File: src/rtl/instruction_decoder.sv
// Fetch/decode stage: registers program-memory words into the IR, decodes jump control,
// tracks the zero flag and generates the core-wide synchronous reset.
module instruction_decoder #(
    parameter logic [3:0] JMP_OPC     = 4'hE,
    parameter logic [3:0] JNZ_OPC     = 4'hF,
    parameter logic [7:0] NOP_WORD    = 8'h00,
    parameter int         SYNC_STAGES = 2,
    parameter int         CNT_W       = 16
) (
    input  logic             clk,
    input  logic             reset_n,
    input  logic [7:0]       pm_data,
    input  logic             alu_wr,
    input  logic             alu_zero,
    output logic             sync_reset,
    output logic [7:0]       ir,
    output logic             jmp,
    output logic             jmp_nz,
    output logic             dont_jmp,
    output logic [3:0]       jmp_addr,
    output logic [CNT_W-1:0] jmp_count
);

    logic [SYNC_STAGES-1:0] sync_q;
    logic [7:0]             ir_q, ir_d;
    logic                   z_q, z_d;
    logic [CNT_W-1:0]       cnt_q, cnt_d;
    logic                   taken;

    // Reset synchronizer: asserts asynchronously, releases after a zero shifts through.
    always_ff @(posedge clk or negedge reset_n) begin
        if (!reset_n) begin
            sync_q <= '1;
        end else begin
            sync_q <= {sync_q[SYNC_STAGES-2:0], 1'b0};
        end
    end

    assign sync_reset = sync_q[SYNC_STAGES-1];

    assign ir       = ir_q;
    assign jmp      = (ir_q[7:4] == JMP_OPC);
    assign jmp_nz   = (ir_q[7:4] == JNZ_OPC);
    assign jmp_addr = (jmp | jmp_nz) ? ir_q[3:0] : 4'h0;
    // Forward a same-cycle ALU zero result so a JNZ right after the ALU op sees it.
    assign dont_jmp = alu_wr ? alu_zero : z_q;
    assign taken    = jmp | (jmp_nz & ~dont_jmp);
    assign jmp_count = cnt_q;

    always_comb begin
        ir_d  = ir_q;
        z_d   = z_q;
        cnt_d = cnt_q;
        if (sync_reset) begin
            ir_d  = NOP_WORD;
            z_d   = 1'b0;
            cnt_d = '0;
        end else begin
            if (alu_wr) begin
                z_d = alu_zero;
            end
            // A taken jump squashes the shadow word already fetched behind it.
            ir_d = taken ? NOP_WORD : pm_data;
            if (taken && (cnt_q != {CNT_W{1'b1}})) begin
                cnt_d = cnt_q + {{(CNT_W-1){1'b0}}, 1'b1};
            end
        end
    end

    always_ff @(posedge clk or negedge reset_n) begin
        if (!reset_n) begin
            ir_q  <= NOP_WORD;
            z_q   <= 1'b0;
            cnt_q <= '0;
        end else begin
            ir_q  <= ir_d;
            z_q   <= z_d;
            cnt_q <= cnt_d;
        end
    end

endmodule

File: config.mk
export PLATFORM = sky130hd
export DESIGN_NAME = instruction_decoder
export DESIGN_NICKNAME = d
export VERILOG_FILES = /design/src/rtl/instruction_decoder.sv
export SDC_FILE = /design/constraint.sdc
export NUM_CORES = 1
export LEC_CHECK = 0
export ABC_AREA = 1
export CAP_MARGIN = 20
export CORE_UTILIZATION = 35
export DETAILED_ROUTE_END_ITERATION = 16
export GPL_TIMING_DRIVEN = 1
export PLACE_DENSITY_LB_ADDON = 0.15
export SLEW_MARGIN = 20
export SYNTH_ARGS = -nofsm -noshare
export SYNTH_HDL_FRONTEND = slang
export SYNTH_SLANG_ARGS = --single-unit
export TNS_END_PERCENT = 5
File: constraint.sdc
create_clock -name clk -period 3.25 [get_ports clk]
set_clock_uncertainty 0.1 [all_clocks]
set_input_delay 0.975 -clock clk [delete_from_list [all_inputs] [get_ports clk]]
set_output_delay 0.975 -clock clk [all_outputs]
set_load 0.01 [all_outputs]
## Word level (Yosys, flattened, before mapping)

Index checks and enable logic that the tools add are counted.

| storage, ports and cells | value |
|---|---|
| bits of input ports | 12 |
| register bits after elaboration | 27 |
| word-level logic and storage cells | 21 |
| output and inout port bits | 32 |

| cells by class | value |
|---|---|
| equality and inequality tests | 3 |
| reduce and logical (&&, ||, !) cells | 2 |
| $add $sub $neg | 1 |
| multiplexer cells | 7 |
| bitwise operators | 4 |

Operator list:

| cell | count |
|---|---|
| $mux W16 | 2 |
| $add A16 B1 Y16 const B | 1 |
| $mux W8 | 2 |
| $ne A16 B16 Y1 const B | 1 |
| $eq A4 B4 Y1 const B | 2 |
| $mux W4 | 1 |
| $mux W1 | 2 |
| $or A1 B1 Y1 | 2 |
| $reduce_bool A2 Y1 | 1 |
| $and A1 B1 Y1 | 1 |
| $logic_and A1 B1 Y1 | 1 |
| $not A1 Y1 | 1 |

## Depth between registers and ports, before layout

| logic depth | value |
|---|---|
| word-level depth | 7 |
| gate-level depth with buffers | 9 |
| gate-level depth less buffers | 9 |

## Worst setup path after synthesis

No wires, ideal clock.

| path | value |
|---|---|
| path type | input to output |
| from | in alu_wr |
| to | out dont_jmp |
| stages on the path | 4 |
| path slack | 958 ps |
| data arrival time | 1,217 ps |
| cell sequence | inv_1 > nand2_1 > nand2_1 > inv_1 |

| on the way | value |
|---|---|
| cells in the longest elaborated chain, start to end | 1 |

RTL lines:

| element | line | text |
|---|---|---|
| start: declaration | 13 | `input logic alu_wr,` |
| $mux W1 | n/a |  |
| end: declaration | 19 | `output logic dont_jmp,` |

No other way between the ends.

## Final worst setup path

Same ends and word-level chain as after synthesis.

==> results_dict.tcl <==
set metrics [dict create \
    outcome "finished clean" \
    synth.distinct_cells 19 \
    postRouteAntennaNets 0 \
    wl_per_cell_um 11.1 \
    reg2reg_setup_slack_ns 1.44 \
    grt.total_usage_pct 17.4 \
    grt-ovfl-total 0 \
    cts_buffer_depth 2 \
    synth_nets 228 \
    synth.largest_area_cell "dfrtp_1" \
    p_leak_nw 0.975 \
    post_cts_buffers 0 \
    worstSetupStartpointType "input pin" \
    vias_per_cell 4.55 \
    syn_to_final_growth_pct 35.4 \
    gp_congestion 0.829 \
    clk_pin_slew_worst_paths_ns 0.10 \
    die_x_um 68.0 \
    grt_first_pass_wirelength_mm 5.89 \
    critPathMaxStageDelay_ns 0.48 \
    portBuffers 43 \
    worst_setup_path_end_kind "output port" \
    r2r_start "jmp_count[0]" \
    routed_wl_mm 3.46 \
    path_buf_inv 4 \
    grt_pass1_vias 1304 \
    pre_cts_ws_ns -0.0291 \
    cts-hold-fix-buffers 0 \
    synth_cells 215 \
    n_antenna_cell 0 \
    cp_slowest_cell "clkdlybuf4s50_1" \
    min_period_ns 3.01 \
    hpwl_mm 2.62 \
    drtIter0Drc 66 \
    synth_area_um2 1530 \
    yosysWarnings 0 \
    setup-violations-final 0 \
    syn_area_per_cell_um2 7.09 \
    finalCritPeriodShare_pct 92.8 \
    rows 23 \
    reg2reg_to "jmp_count[3]" \
    r2r_cells 8 \
    holdCritPathClass "register to register" \
    grt_max_degree 28 \
    cts_root_buffer "clkbuf_8" \
    clk_latency_ns 0.28 \
    start_util_pct 37.3 \
    pin_count 44 \
    p_per_area_nw_per_um2 293 \
    drc 0 \
    worstPathMaxFanout 2 \
    hold_start "sync_q[0]" \
    drive_above_1_share_pct 7.25 \
    core_area_um2 4090 \
    fin_area_um2 2060 \
    drv_cap 0 \
    grt_setup_unrepaired "no" \
    crit_required_ns 2.17 \
    max_freq_mhz 332 \
    worstPathArrival_ns 1.94 \
    antenna_found_initial 0 \
    first_pass_iters 4 \
    tritoncts "yes" \
    hold_viol 0 \
    critPathTopFamily "buffers and inverters" \
    hold_end "sync_q[1]" \
    vias 1419 \
    h-tree-depth 1 \
    maxSlewViolCount 0 \
    cp_cell_sequence "clkdlybuf4s50_1, inv_1, nand2_1, nand2_1, inv_1, dlygate4sd2_1" \
    synth_top_area_share_pct 41.0 \
    ys_ff_latch 27 \
    tns_ns 0 \
    cts_buffers 3 \
    synthTopCellsByArea "dfrtp_1 (41%), nand2_1 (16%), inv_1 (9.4%)" \
    die-height_um 68.0 \
    cts.sinks 27 \
    whs_path_depth 0 \
    nets 276 \
    dieArea_um2 4630 \
    post_dp_cell_area_um2 2020 \
    ys_seq_area_share_pct 44.5 \
    criticalPathCategory "input pin to output port" \
    setup_ws_ns 0.235 \
    peakVddDrop_mv 0.170 \
]
-- cells in the mapped netlist --
library cell / n
dfstp_2: 2
nor2_1: 28
nand2_2: 2
o21ai_0: 8
conb_1: 1
nand3_1: 25
nor2_4: 1
o21ai_1: 1
inv_1: 38
buf_2: 1
nand2_1: 63
nand3_2: 1
nor2_2: 7
nand4_1: 2
ha_1: 1
xor2_1: 6
dfrtp_1: 25
buf_6: 1
xnor2_1: 2
-- routing by layer --
metal  wire (um)  global-route usage, %  vias to the layer above
li1            -                      -                      746
met1        1650                   22.7                      645
met2        1650                   29.2                       23
met3         103                   2.17                        5
met4          54                   6.25                        0
met5           0                      0                        -
-- power breakdown --
| part | leakage, nW | internal (mW) | total [mW] | switching, mW |
|---|---|---|---|---|
| registers | 0.361 | 0.344 | 0.349 | 0.00525 |
| clock network | 0.0217 | 0.0872 | 0.196 | 0.109 |
| logic | 0.592 | 0.0303 | 0.0585 | 0.0282 |
-- worst register-to-register path, stage by stage, from the launching register on --
cell     delay [ns]
dfrtp_1        0.45
ha_1           0.27
nand3_2        0.13
nor2_2         0.06
nand2_1        0.10
nand2_2        0.17
nor2_2         0.30
nand2_1        0.09
nand2_1        0.08
-- state kept, by name (all words and copies together) (netlist names) --
register,cells
jmp_count,16
sync_q,2
ir,8
z_q,1
-- kinds of logic after synthesis --
family,after synthesis,synth area share (%)
and+or+nand+nor,129,36.5
buffers and inverters,40,10.4
DFF,27,44.5
xor gates and xnor gates,8,4.59
adders and majority gates,1,0.820
AOI/OAI and AO/OA,9,2.95
other,1,0.246
-- final cells by class --
cell class | count | area, um^2
Fill cell | 424 | 2020
Multi-Input combinational cell | 148 | 688
Sequential cell | 27 | 678
Timing Repair Buffer | 45 | 444
Inverter | 38 | 143
Tap cell | 50 | 62.6
Clock buffer | 3 | 41.3
Clock inverter | 1 | 7.51
-- timing repair --
item	in CTS	in global routing
endpoints found under the setup margin	1	0
endpoints found under the hold margin	0	0
resized for setup	1	0
-- cells in the final DEF (no fill, tap or decap) --
cell	count
xor2_1	6
dlygate4sd2_1	1
o21ai_1	1
clkdlybuf4s50_1	42
buf_4	2
nand4_1	2
conb_1	1
nand3_1	25
inv_1	38
ha_1	1
dfrtp_1	25
nand2_2	2
nor2_1	28
nand3_2	1
nand2_1	63
o21ai_0	8
nor2_2	7
dfstp_2	2
nor2_4	1
clkbuf_8	3
clkinvlp_4	1
xnor2_1	2
-- how the worst max path moves through the flow --
stage | startpoint | endpoint | slack, ns | cells past startpoint
after floorplan | alu_wr | dont_jmp | 0.96 | 4
after global placement | alu_wr | dont_jmp | -0.02 | 6
after detailed placement | alu_wr | dont_jmp | -0.03 | 6
after CTS | alu_wr | dont_jmp | 0.24 | 6
after global routing | alu_wr | dont_jmp | 0.16 | 6
final | alu_wr | dont_jmp | 0.24 | 6
-- per-stage QoR --
stage,hold WS [ns],util (%),total power [mW],cells
6_report,0.262,50.5,0.604,312
2_1_floorplan,0.245,-,0.375,215
3_5_place_dp,0.248,49.4,0.417,308
5_1_grt,0.266,50.5,0.632,312
3_3_place_gp,0.246,49.4,0.416,308
4_1_cts,0.262,50.5,0.612,312
Note: power is estimated with default switching activity, not from simulation.
